File: config.mk
export PLATFORM = sky130hd
export DESIGN_NAME = bsg_yumi_to_ready_sender
export DESIGN_NICKNAME = d
export VERILOG_FILES = /design/src/rtl/bsg_fifo_pkg.sv /design/src/rtl/bsg_dff_en_reset_n.sv /design/src/rtl/bsg_yumi_to_ready_sender.sv
export SDC_FILE = /design/constraint.sdc
export NUM_CORES = 1
export LEC_CHECK = 0
export CORE_UTILIZATION = 35
export CTS_BUF_LIST = sky130_fd_sc_hd__clkbuf_2 sky130_fd_sc_hd__clkbuf_4 sky130_fd_sc_hd__clkbuf_8
export DETAILED_ROUTE_END_ITERATION = 10
export PLACE_DENSITY = 0.72
export SETUP_SLACK_MARGIN = 0.3
export SLEW_MARGIN = 40
export SYNTH_ARGS = -nofsm -noshare
export SYNTH_HDL_FRONTEND = slang
export SYNTH_HIERARCHICAL = 1
export SYNTH_SLANG_ARGS = --single-unit
File: constraint.sdc
create_clock -name clk_i -period 1.5 [get_ports clk_i]
set_clock_uncertainty 0.05 [all_clocks]
set_input_delay 0.3 -clock clk_i [delete_from_list [all_inputs] [get_ports clk_i]]
set_output_delay 0.3 -clock clk_i [all_outputs]
set_load 0.05 [all_outputs]
File: src/rtl/bsg_fifo_pkg.sv
// Shared FIFO types: occupancy encoding for
// small in-order buffers.
package bsg_fifo_pkg;

  typedef enum logic [1:0] {
    EMPTY = 2'd0,
    ONE   = 2'd1,
    TWO   = 2'd2
  } count_e;

endpackage

File: src/rtl/bsg_dff_en_reset_n.sv
// Enabled register with asynchronous
// active-low clear to zero.
module bsg_dff_en_reset_n #(
  parameter int width_p = 16
) (
  input  logic               clk_i,
  input  logic               reset_n_i,
  input  logic               en_i,
  input  logic [width_p-1:0] data_i,
  output logic [width_p-1:0] data_o
);

  logic [width_p-1:0] data_q;

  always_ff @(posedge clk_i or negedge reset_n_i) begin
    if (!reset_n_i) begin
      data_q <= '0;
    end else if (en_i) begin
      data_q <= data_i;
    end
  end

  assign data_o = data_q;

endmodule

File: src/rtl/bsg_yumi_to_ready_sender.sv
// Valid/yumi source to valid/ready sink bridge
// through a 2-entry registered in-order buffer.
module bsg_yumi_to_ready_sender #(
  parameter int width_p = 16
) (
  input  logic               clk_i,
  input  logic               reset_n_i,
  input  logic               v_i,
  input  logic [width_p-1:0] data_i,
  output logic               yumi_o,
  output logic               v_o,
  output logic [width_p-1:0] data_o,
  input  logic               ready_i
);

  import bsg_fifo_pkg::*;

  count_e count_q, count_d;
  logic   rd_ptr_q, rd_ptr_d;
  logic   wr_ptr_q, wr_ptr_d;
  logic   enq, deq;
  logic   [1:0] mem_en;
  logic   [width_p-1:0] mem0, mem1;

  // yumi_o looks only at occupancy, never at ready_i
  assign yumi_o = reset_n_i & v_i & (count_q != TWO);
  assign enq    = yumi_o;
  assign v_o    = (count_q != EMPTY);
  assign deq    = v_o & ready_i;
  assign data_o = rd_ptr_q ? mem1 : mem0;

  assign mem_en[0] = enq & ~wr_ptr_q;
  assign mem_en[1] = enq &  wr_ptr_q;

  bsg_dff_en_reset_n #(.width_p(width_p)) u_mem0 (
    .clk_i     (clk_i),
    .reset_n_i (reset_n_i),
    .en_i      (mem_en[0]),
    .data_i    (data_i),
    .data_o    (mem0)
  );

  bsg_dff_en_reset_n #(.width_p(width_p)) u_mem1 (
    .clk_i     (clk_i),
    .reset_n_i (reset_n_i),
    .en_i      (mem_en[1]),
    .data_i    (data_i),
    .data_o    (mem1)
  );

  always_comb begin
    count_d  = count_q;
    rd_ptr_d = rd_ptr_q ^ deq;
    wr_ptr_d = wr_ptr_q ^ enq;
    unique case (count_q)
      EMPTY: begin
        if (enq) count_d = ONE;
      end
      ONE: begin
        if (enq & ~deq) count_d = TWO;
        else if (~enq & deq) count_d = EMPTY;
      end
      TWO: begin
        if (deq) count_d = ONE;
      end
      default: count_d = EMPTY;
    endcase
  end

  always_ff @(posedge clk_i or negedge reset_n_i) begin
    if (!reset_n_i) begin
      count_q  <= EMPTY;
      rd_ptr_q <= 1'b0;
      wr_ptr_q <= 1'b0;
    end else begin
      count_q  <= count_d;
      rd_ptr_q <= rd_ptr_d;
      wr_ptr_q <= wr_ptr_d;
    end
  end

`ifndef SYNTHESIS
  logic               hold_q;
  logic [width_p-1:0] hold_data_q;

  always_ff @(posedge clk_i or negedge reset_n_i) begin
    if (!reset_n_i) hold_q <= 1'b0;
    else            hold_q <= v_o & ~ready_i;
  end

  always_ff @(posedge clk_i) begin
    hold_data_q <= data_o;
  end

  // a stalled word must stay put until taken
  always @(posedge clk_i) begin
    if (reset_n_i) begin
      assert (count_q != 2'd3);
      if (hold_q) begin
        assert (v_o);
        assert (data_o == hold_data_q);
      end
    end
  end
`endif

endmodule
After elaboration in Yosys (flattened, before gate mapping)
Cells that the tools add are included.
{"block": "op_classes", "eq_ne": 6, "reduce_logical": 3, "bitwise": 12, "n_mux": 6}
{"op": "16-bit 2-to-1 mux", "count": 1}
{"op": "2-bit 2-to-1 mux", "count": 4}
{"op": "1-bit AND", "count": 7}
{"op": "2-bit inequality test (second input constant)", "count": 3}
{"op": "2-bit case mux with 3 select lines", "count": 1}
{"op": "3-bit inequality test (second input constant)", "count": 1}
{"op": "1-bit NOT", "count": 3}
{"op": "3-bit AND reduction", "count": 1}
{"op": "2-bit by 1-bit == test with 1-bit output (second input constant)", "count": 1}
{"op": "2-bit == test (second input constant)", "count": 1}
{"op": "2-bit logical NOT", "count": 1}
{"op": "2-bit nonzero test", "count": 1}
{"op": "1-bit bitwise XOR", "count": 2}
{"block": "totals", "output_inout_bits": 18, "register_bits": 36, "in_bits": 20, "wordCells": 32}

Longest topological paths before layout
Gate-level depths: netlist of run 1.
{"block": "depth", "ltp_word": 7, "mapped_depth": 6, "ltp_nobuf": 4}

By module
Netlist of run 1, hierarchy kept.
{"module": "bsg_dff_en_reset_n", "instances": 2, "cells_each": 34, "seq_area_each_um2": 400.4, "area_each_um2": 649.4}
{"module": "bsg_yumi_to_ready_sender", "instances": 1, "cells_each": 40, "seq_area_each_um2": 100.1, "area_each_um2": 416.6}

Least setup slack after synthesis of run 1
No wires, ideal clock.
{"block": "synth_path", "path_kind": "register to register", "startpoint": "register count_q[0]", "endpoint": "register u_mem0.data_q[10] (netlist: u_mem0/data_o[10])", "setup_time_ns": 0.125, "n_path_buf": 2, "synth_period_minus_slack_ns": 2.295, "setup_slack_ns": -0.795, "arrival_time_ns": 2.120, "stages_incl_launch_ff": 7, "required_ns": 1.325, "path_cell_list": "dfrtp_1 > inv_2 > a21oi_1 > ha_1 > buf_6 > buf_12 > mux2_4"}
{"block": "synth_via", "elab_chain_cells": 3}
{"item": "start, declared", "line": "bsg_yumi_to_ready_sender.sv:18", "source": "count_e count_q, count_d;"}
{"item": "start signal, assigned", "line": "bsg_yumi_to_ready_sender.sv:76", "source": "count_q <= count_d;"}
{"item": "2-bit inequality test", "line": "bsg_yumi_to_ready_sender.sv:26", "source": "assign yumi_o = reset_n_i & v_i & (count_q != TWO);"}
{"item": "1-bit AND", "line": "bsg_yumi_to_ready_sender.sv:26"}
{"item": "net yumi_o", "line": "bsg_yumi_to_ready_sender.sv:10", "source": "output logic yumi_o,"}
{"item": "1-bit AND", "line": "bsg_yumi_to_ready_sender.sv:32", "source": "assign mem_en[0] = enq & ~wr_ptr_q;"}
{"item": "net mem_en[0]", "line": "bsg_yumi_to_ready_sender.sv:22", "source": "logic [1:0] mem_en;"}
{"item": "end signal, assigned", "line": "bsg_dff_en_reset_n.sv:19", "source": "data_q <= data_i;"}
{"item": "end, declared", "line": "bsg_dff_en_reset_n.sv:13", "source": "logic [width_p-1:0] data_q;"}
The timed path passes the listed nets, and every way through them passes these cells.
A chain may end at the register's enable or synchronous reset.

Worst setup path after layout of run 1
{"block": "layout_path", "startpoint": "register rd_ptr_q", "endpoint": "output data_o[11]"}
{"block": "layout_via", "elab_chain_cells": 1}
{"item": "start, declared", "line": "bsg_yumi_to_ready_sender.sv:19", "source": "logic rd_ptr_q, rd_ptr_d;"}
{"item": "start signal, assigned", "line": "bsg_yumi_to_ready_sender.sv:77", "source": "rd_ptr_q <= rd_ptr_d;"}
{"item": "16-bit 2-to-1 mux", "line": "bsg_yumi_to_ready_sender.sv:30", "source": "assign data_o = rd_ptr_q ? mem1 : mem0;"}
{"item": "end, declared", "line": "bsg_yumi_to_ready_sender.sv:12", "source": "output logic [width_p-1:0] data_o,"}
No other way between the ends.

==> results of run 1 <==
[stage by stage]
stage	area (um^2)	std cells	total power, W	worst slack [ns]	setup TNS (ns)
3_5_place_dp	2410	216	0.00624	-0.479	-14.30
5_1_grt	2750	232	0.00770	-0.241	-7.72
4_1_cts	2720	230	0.00739	-0.213	-6.01
6_report	2750	232	0.00738	-0.201	-5.59
3_3_place_gp	2410	216	0.00615	-0.433	-13.30
2_1_floorplan	1790	108	0.00443	-0.239	-6.38
[layer usage]
| layer | wire length [um] | vias to the layer above |
|---|---|---|
| met1 | 1710 | 534 |
| met3 | 171 | 4 |
| met4 | 34 | 0 |
| met5 | 0 | - |
| met2 | 1820 | 35 |
| li1 | - | 490 |
[registers in the layout, indices dropped and copies added, names as in the netlist]
register and count:
rd_ptr_q 1, u_mem0/data_o 16, u_mem1/data_o 16, count_q 2, wr_ptr_q 1
[cell usage in the layout, fill, tap and decap left out]
cell type	n
or2b_1	1
or3_4	1
ha_4	2
buf_6	6
clkbuf_4	1
or2_4	1
mux2_4	48
nand2_2	1
a21oi_4	1
inv_1	2
dfrtp_1	36
o211a_1	1
nand2_1	2
buf_12	19
inv_2	2
a21oi_2	1
xnor2_1	1
buf_16	1
buf_8	5
buf_4	5
dlygate4sd2_1	1
clkinv_2	1
clkbuf_8	5
nand3_1	1
clkdlybuf4s50_1	17
buf_2	1
bufinv_16	1
a21o_2	1
[final timing paths]
path / endpoint / slack, ns / depth (start not counted) / from
worst max register to register: u_mem1/data_o[7] / -0.16 / 6 / count_q[1]
min in group clk_i: u_mem0/data_o[5] / 0.46 / 1 / u_mem0/data_o[5]
worst min-delay path: wr_ptr_q / 0.05 / 2 / reset_n_i
max in group asynchronous: u_mem0/data_o[8] / 1.02 / 2 / reset_n_i
worst max-delay path: data_o[11] / -0.20 / 3 / rd_ptr_q
worst min register to register: u_mem0/data_o[5] / 0.46 / 1 / u_mem0/data_o[5]
[critical path: stages (launching register included)]
cell     delay (ns)
dfrtp_1        0.39
buf_8          0.18
mux2_4         0.33
buf_12         0.15
[final cells by class]
cell class / instances / share of cell area (%)
flip-flops and latches: 36 / 32.7
multi-input cells: 62 / 31.6
repair buffers: 55 / 28.0
well taps: 67 / 3.05
clock buffers: 6 / 2.77
clock inverters: 2 / 1.27
inverters: 4 / 0.545
[what timing repair did]
| action | in CTS | in global routing |
|---|---|---|
| gates cloned | 2 | 0 |
| resized for setup | 34 | 6 |
| pin swaps | 6 | 1 |
| endpoints found under the setup margin | 52 | 51 |
| buffers inserted | 4 | 2 |
[report_power, final]
| group | leakage [nW] | switching (W) | internal [W] | total (W) |
|---|---|---|---|---|
| combinational | 0.785 | 0.00210 | 0.00269 | 0.00479 |
| sequential | 0.428 | 0.000292 | 0.00145 | 0.00174 |
| clock | 0.0586 | 0.000336 | 0.000511 | 0.000847 |
[cell families after synthesis]
| kind of cell | count (synthesis) | synth area share, % |
|---|---|---|
| buffers and inverters | 10 | 5.83 |
| flip-flops | 36 | 52.5 |
| AND/OR/NAND/NOR | 7 | 2.12 |
| XOR/XNOR | 1 | 0.511 |
| adder cells (fa/ha/maj) | 2 | 1.46 |
| multiplexers | 48 | 35.9 |
| AO/OA/AOI/OAI | 4 | 1.68 |
==> impl_results.md, run 1 <==
* Post-synth cell types at 17
* Clock Sinks at 36
* Global Route Usage Sum at 15.9%
* Num CTS Buffers at 5
* Port buffer count at 37
* Maximum clock insertion buffer count at 2
* RePlAce Congestion at slightly below 0.7
* Failing checks: negative setup slack
* FP Rows at 25
* Worst slew margin at a little over two thirds
* Slew Limit Fails at 0
* Final worst slack at -0.201 ns
* Footprint of the multi-input gates at 870 um^2
* Aggregate routed wire length at approximately 3700 um
* Top cell type's share of synthesized area at 52.5%
* First-pass GRT wire length at ~6100 um
* Max-Cap Viols at 0
* Leak at 1.27 nW
* Syn_nets at 130
* Pwr dens at roughly 2700 nW/um^2
* Number of diodes at 0
* Vias at ~1100
* CTS Root Cell: clkbuf_8
* Seq. cell area at ~900 um^2
* Most Crowded Layer GR: met2
* CP required at 1.15 ns
* Hold Fails Final Rpt at 0
* # H-tree levels at 2
* Hold Crit Class: input pin to asynchronous set/reset pin
* Clock period minus worst slack at between 1.5 and 2 ns
* Worst Path Max Fanout at 10
* Layout cells sized above 1 at 62.4%
* Crit Path Class: flop to output port
* Final core occ at about three fifths
* Largest net degree at the start of global routing at 37
* Final nets at between 150 and 200
* Overflow after GRT at 0
* Asr flop ratio synth at 100%
* Vias per std cell at between 4 and 5
* Die area at approximately 5200 um^2
* Clock-pin slew on the worst setup and hold paths at 0.07 ns
* Period utilisation layout at 113%
* Final setup vio count at 50
* CP Launch Type: flop
* Detail Route Antenna Nets at 0
* Drt first pass iters at 4
* Initial antenna violation count at 0
* Hold_buf cts at 0
* Vias in the first global route at 1208
* Met2 Use GR at 26.4%
* Area of the mapped netlist at around 1700 um^2
* Top area cells in the synthesized netlist: dfrtp_1 53%, mux2_2 18%, mux2_4 18%
* Die Wd at about 70 um
* Yosys Warn Count at 6
* DIE HEIGHT at approximately 72 um
* DRT iter0 DRCs at 43
* Area Overhead vs Synth at 60.5%
* Arr. time, crit path at between 1 and 1.5 ns
* Sequential area share after synthesis at 52.5%
* Grt met3 use at ~4.3%
* Slew @ Worst Pin at ~0.45 ns
* Commonest cells in the netlist: 36 x dfrtp_1, 28 x mux2_2, 20 x mux2_4, 4 x buf_6
* Peak supply drop at about 1.5 mV
* WL per Instance at between 15 and 20 um
* Core box area at about 4700 um^2
* Predominant post-synthesis flop cell: dfrtp_1
* Fillers at 357
* Initial core utilization at between 30% and 40%
* Synth Register Bits at 36
* Cells after Synth at ~110
* Worst hold slack at 0.0503 ns
* Fmax at between 500 and 600 MHz
* EDFF count, synth at 0
* Post-Syn Area per Cell at 15.9 um^2
* Worst-skew pair later-pin latency at 0.28 ns
* CP endpoint kind: output port
* # DRC at 0
* Post-synth top area cell: dfrtp_1
* Unrepaired setup endpoints after global routing: yes
* M1 GR Usage at slightly above 20%
* Number of top-level pins at 38
* TritonCTS clock tree: built
* Most instantiated library cell after synthesis: dfrtp_1
* Status: finished with violations
(Power assumes the default switching activity.)
==> run 2, diff against run 1 <==
- CTS_CLUSTER_SIZE: unset -> 10
- PLACE_DENSITY: 0.72 -> 0.73
- SYNTH_HIERARCHICAL: 1 -> unset
==> impl_results.md, run 2 <==
* Status: finished with violations
* Failing checks: negative setup slack
* Layout cells sized above 1 at between 60% and 70%
* Yosys Warn Count at 0
* Post-synth cell types at 15
* Initial core utilization at between 30 and 40%
* TritonCTS clock tree: built
* CP endpoint kind: output port
* Post-Syn Area per Cell at between 15 and 20 um^2
* Post-synth top area cell: dfrtp_1
* R2R depth at 6
* Overflow after GRT at 0
* CP required at about 1.2 ns
* Worst Path Max Fanout at 4
* FP Rows at 24
* Hold Fails Final Rpt at 0
* Max-Cap Viols at 0
* WL per Instance at about 17 um
* Reg2Reg Setup Slack at -0.03 ns
* Number of top-level pins at 38
* Clock Sinks at 36
* Port buffer count at 37
* Hold_buf cts at 0
* Pwr dens at around 2700 nW/um^2
* Largest net degree at the start of global routing at 37
* Start point of the critical path: rd_ptr_q
* Hold Crit Class: input pin to asynchronous set/reset pin
* Aggregate routed wire length at roughly 3600 um
* Arr. time, crit path at around 1.4 ns
* Footprint of the multi-input gates at between 800 and 900 um^2
* Detail Route Antenna Nets at 0
* # H-tree levels at 2
* Core box area at 4410 um^2
* Die area at 4910 um^2
* Asr flop ratio synth at 100%
* EDFF count, synth at 0
* Number of diodes at 0
* Dpl hpwl at about 2300 um
* Crit Path Class: flop to output port
* Fillers at approximately 320
* Synth Register Bits at 36
* Num CTS Buffers at 5
* P_int at between 0.004 and 0.005 W
* Vias at 1054
* Final worst slack at -0.209 ns
* Seq pwr share at between 20% and 30%
* Commonest cells in the netlist: 48 x mux2_2, 36 x dfrtp_1, 6 x buf_6, 3 x inv_1, 3 x nand2_1
* Post-Place Cells at a little over 200
* Vias in the first global route at ~1200
* Most instantiated library cell after synthesis: mux2_2
* Clock period minus worst slack at approximately 1.7 ns
* Commonest cells after routing, fill and taps aside: 48 x mux2_4, 36 x dfrtp_1, 19 x buf_12
* P_sw at 0.00273 W
* Maximum clock insertion buffer count at 2
* Combinational group share of total power at approximately 65%
* Area Overhead vs Synth at 66.1%
* DRT iter0 DRCs at 58
* Unrepaired setup endpoints after global routing: yes
* Worst-skew pair later-pin latency at between 0.2 and 0.3 ns
* Worst slew margin at 69.8%
* Sequential area share after synthesis at between 50% and 60%
* Reg2Reg Capture Point: u_mem1.data_o[7]
* Global Route Usage Sum at about 16%
* # DRC at 0
* Final nets at ~180
* Vias per std cell at between 4 and 5
* Area of the mapped netlist at 1620 um^2
* CP Launch Type: flop
* CTS Root Cell: clkbuf_8
* Drt first pass iters at 4
* Top area cells in the synthesized netlist: dfrtp_1 56%, mux2_2 33%, buf_6 4.2%
* DIE HEIGHT at ~70 um
* Top cell type's share of synthesized area at 55.5%
* Clk pwr share at between 10% and 20%
* Final std cells w/o fill at between 200 and 250
* Final setup vio count at between 40 and 50
* Peak supply drop at approximately 1.5 mV
* Initial antenna violation count at 0
* Seq. cell area at between 900 and 1000 um^2
* Sw Share at around 37%
* Leak at 1.25 nW
* Cells after Synth at about 110
* Fmax at 585 MHz
* Slew Limit Fails at 0
* Sum Neg Setup Slack at -3.69 ns
* Period utilisation layout at 114%
* Worst Setup EP: data_o[0]
* Die Wd at between 70 and 80 um
* Commonest non-fill, non-tap cell in the layout: mux2_4
* Predominant post-synthesis flop cell: dfrtp_1
* First-pass GRT wire length at 5980 um
* Pre-CTS WS at -0.463 ns
* Slew @ Worst Pin at roughly 0.45 ns
* Clock-pin slew on the worst setup and hold paths at approximately 0.07 ns
* RePlAce Congestion at 0.692
* Reg-to-reg startpoint: count_q[0]
* Final core occ at between 60 and 70%
* Syn_nets at 130
## run 2: cell families after synthesis
family	Yosys count	share of synthesized area [%]
flops	36	55.5
xor+xnor	1	0.540
buf+inv	10	5.09
mux	48	33.3
compound gates	4	1.77
simple gates	7	2.24
fa+ha+maj	2	1.54
## run 2: layout make-up
type                       count  area share, %
clock inverter                 3           1.58
timing repair buffer          53           27.2
clock buffer                   5           2.55
inverter                       4          0.557
multi-input combinational     62           32.3
tap                           52           2.41
sequential                    36           33.4
## run 2: power by group through the flow
stage | Combinational, W | Clock (W) | Sequential [W]
floorplan | 0.00260 | 0 | 0.00163
CTS | 0.00472 | 0.000863 | 0.00172
global route | 0.00491 | 0.000913 | 0.00179
global placement | 0.00429 | 0 | 0.00168
detailed placement | 0.00434 | 0 | 0.00172
finish | 0.00474 | 0.000850 | 0.00173
## run 2: worst max-delay path, stage by stage, from the launching register on
cell and delay [ns]:
dfrtp_1 0.41, buf_4 0.18, mux2_4 0.32, buf_12 0.15
## run 2: timing repair
| item | 4_1_cts | 5_1_grt |
|---|---|---|
| pin swaps | 5 | 4 |
| hold endpoints to repair | 0 | 0 |
| endpoints found under the setup margin | 51 | 53 |
| gates resized for setup | 50 | 6 |
| buffers inserted | 2 | 3 |
| cloned | 0 | 0 |
## run 2: metrics by stage
step,hold slack [ns],power [W],area [um^2]
final,0.0700,0.00732,2700
after global placement,0.362,0.00598,2320
after floorplan,-0.0456,0.00423,1700
after detailed placement,0.378,0.00606,2320
after global routing,0.0993,0.00762,2700
after CTS,0.0740,0.00730,2650
## run 2: metal layers
layer / wire length (um) / global-route usage [%] / part of all wire (%) / vias up
li1: - / - / - / 483
met1: 1640 / 21.3 / 45 / 533
met2: 1760 / 25.0 / 49 / 33
met3: 169 / 4.18 / 4.7 / 5
met4: 40 / 6.00 / 1.1 / 0
met5: 0 / 0 / 0 / -
## run 2: worst min path at each step
stage,startpoint,to,slack (ns),cells past startpoint
2_1_floorplan,reset_n_i,count_q[0],-0.05,0
3_3_place_gp,reset_n_i,rd_ptr_q,0.36,2
3_5_place_dp,reset_n_i,u_mem1.data_o[14],0.38,2
4_1_cts,reset_n_i,u_mem1.data_o[14],0.07,2
5_1_grt,reset_n_i,u_mem1.data_o[13],0.1,2
6_report,reset_n_i,u_mem1.data_o[6],0.07,2
==> run 3, diff against run 2 <==
- SETUP_SLACK_MARGIN: 0.3 -> 0.4
==> impl_results.md, run 3 (synthesis gave the netlist of run 2 again) <==
* Status: finished with violations
* Failing checks: negative setup slack
* CTS Root Cell: clkbuf_8
* Slew Limit Fails at 0
* Post-route cell area at about 2700 um^2
* Largest net degree at the start of global routing at 37
* DIE HEIGHT at 70.1 um
* FP Rows at 24
* Hold Crit Class: input pin to asynchronous set/reset pin
* CP endpoint kind: output port
* CP Launch Type: flop
* Final core occ at roughly three fifths
* First-pass GRT wire length at roughly 6000 um
* Max stage delay on crit path at ~0.42 ns
* RePlAce Congestion at 0.692
* Final setup vio count at between 40 and 50
* Layout cells sized above 1 at ~64%
* P_int at approximately 0.0046 W
* DRT iter0 DRCs at 53
* Fmax at between 500 and 600 MHz
* P_sw at 0.00274 W
* Worst Path Max Fanout at 4
* Hold Fails Final Rpt at 0
* Post-DP Area at 2320 um^2
* Combinational group share of total power at roughly two thirds
* Dpl hpwl at ~2300 um
* Crit Path Class: flop to output port
* Vias in the first global route at 1164
* Pwr dens at 2690 nW/um^2
* Peak supply drop at about 1.5 mV
* Pre-CTS WS at -0.463 ns
* Commonest non-fill, non-tap cell in the layout: mux2_4
* Largest delay share family, worst path: flip-flops
* Worst slew margin at between 60% and 70%
* Area Overhead vs Synth at 68.5%
* Clock-pin slew on the worst setup and hold paths at around 0.07 ns
* CP required at ~1.2 ns
* Sw Share at a little under two fifths
* Commonest cells after routing, fill and taps aside: 48 x mux2_4, 36 x dfrtp_1, 19 x buf_12
* # H-tree levels at 2
* # DRC at 0
* Clock Sinks at 36
* Clock period minus worst slack at 1.71 ns
* Initial antenna violation count at 0
* Detail Route Antenna Nets at 0
* Aggregate routed wire length at 3650 um
* Die Wd at around 70 um
* Clk pwr share at 11.6%
* TritonCTS clock tree: built
* WL per Instance at 16.7 um
* Seq pwr share at roughly a quarter
* Worst hold slack at around 0.07 ns
* Period utilisation layout at 114%
* Arr. time, crit path at 1.36 ns
* Unrepaired setup endpoints after global routing: yes
* Drt first pass iters at 4
* Leak at ~1.3 nW
* Worst-skew pair later-pin latency at between 0.2 and 0.3 ns
* Number of diodes at 0
* Crit-path cells: buf_4 -> mux2_4 -> buf_12
* Slew @ Worst Pin at 0.454 ns
* Initial core utilization at around 37%
* Vias per std cell at approximately 4.9
* Maximum clock insertion buffer count at 2
* Final nets at 187
* Slowest-stage cell, CP: dfrtp_1
* Final worst slack at -0.211 ns
* Max-Cap Viols at 0
* Overflow after GRT at 0
* Core box area at around 4400 um^2
* Port buffer count at 37
* Number of top-level pins at 38
* Die area at approximately 4900 um^2
* WP buf/inv at 2
* Num CTS Buffers at 5
* Vias at 1065
* Global Route Usage Sum at 16.0%
==> run 3: cell types whose count changed in the layout (fill, tap and decap cells not counted) <==
cell,before,now
nand3_2,0,1
clkdlybuf4s50_1,17,16
dlygate4sd2_1,1,2
buf_4,5,6
inv_1,3,1
nand3_1,1,0
nand2_1,2,1
inv_2,1,2
nand2_2,1,2
inv_4,0,1
buf_6,5,7
==> run 3: area by class of cell <==
type	count	area [um^2]
clock buffer	5	68.8
timing repair buffer	56	762
multi-input combinational	62	877
fill	322	1680
sequential	36	901
tap	52	65.1
clock inverter	3	42.5
inverter	4	17.5
==> run 3: power by group through the flow <==
stage	clock (W)	combinational, W	sequential [W]
2_1_floorplan	0	0.00260	0.00163
4_1_cts	0.000863	0.00474	0.00172
5_1_grt	0.000913	0.00494	0.00179
3_3_place_gp	0	0.00429	0.00168
3_5_place_dp	0	0.00434	0.00172
6_report	0.000855	0.00476	0.00173
==> run 3: through the flow <==
step	std cells	setup TNS [ns]	power, W
2_1_floorplan	108	-6.69	0.00423
3_3_place_gp	202	-13.08	0.00598
3_5_place_dp	202	-13.88	0.00606
4_1_cts	214	-3.57	0.00733
5_1_grt	218	-6.97	0.00764
6_report	218	-4.03	0.00735
==> run 3: worst register-to-register path, cell delays in order (launching register included) <==
cell	delay, ns
dfrtp_1	0.38
inv_2	0.07
a21oi_4	0.19
buf_12	0.13
ha_4	0.16
buf_8	0.15
mux2_4	0.31
==> run 3: routing by layer <==
| metal | up-vias | share of wire [%] | wire [um] | global-route usage, % |
|---|---|---|---|---|
| met2 | 33 | 49 | 1780 | 25.1 |
| met1 | 538 | 45 | 1660 | 21.2 |
| met3 | 5 | 4.6 | 167 | 4.18 |
| met5 | - | 0 | 0 | 0 |
| met4 | 0 | 1.2 | 42 | 6.00 |
| li1 | 489 | - | - | - |
==> run 3: repair_timing <==
action / in CTS / in global routing
gates resized for setup: 55 / 9
hold endpoints to repair: 0 / 0
pin swaps: 6 / 5
buffers inserted: 4 / 4
endpoints found under the setup margin: 54 / 54
hold buffers: 0 / 0
==> run 3: path summary, 6_finish.rpt <==
check	depth (start not counted)	end	slack [ns]	startpoint
setup / recovery	3	data_o[0]	-0.21	rd_ptr_q
hold / removal	2	u_mem1.data_o[13]	0.07	reset_n_i
setup reg to reg	6	u_mem1.data_o[7]	-0.04	count_q[0]
hold reg to reg	1	u_mem1.data_o[15]	0.46	u_mem1.data_o[15]
max in group asynchronous	2	u_mem1.data_o[0]	1.02	reset_n_i
min in group clk_i	2	count_q[1]	0.33	ready_i
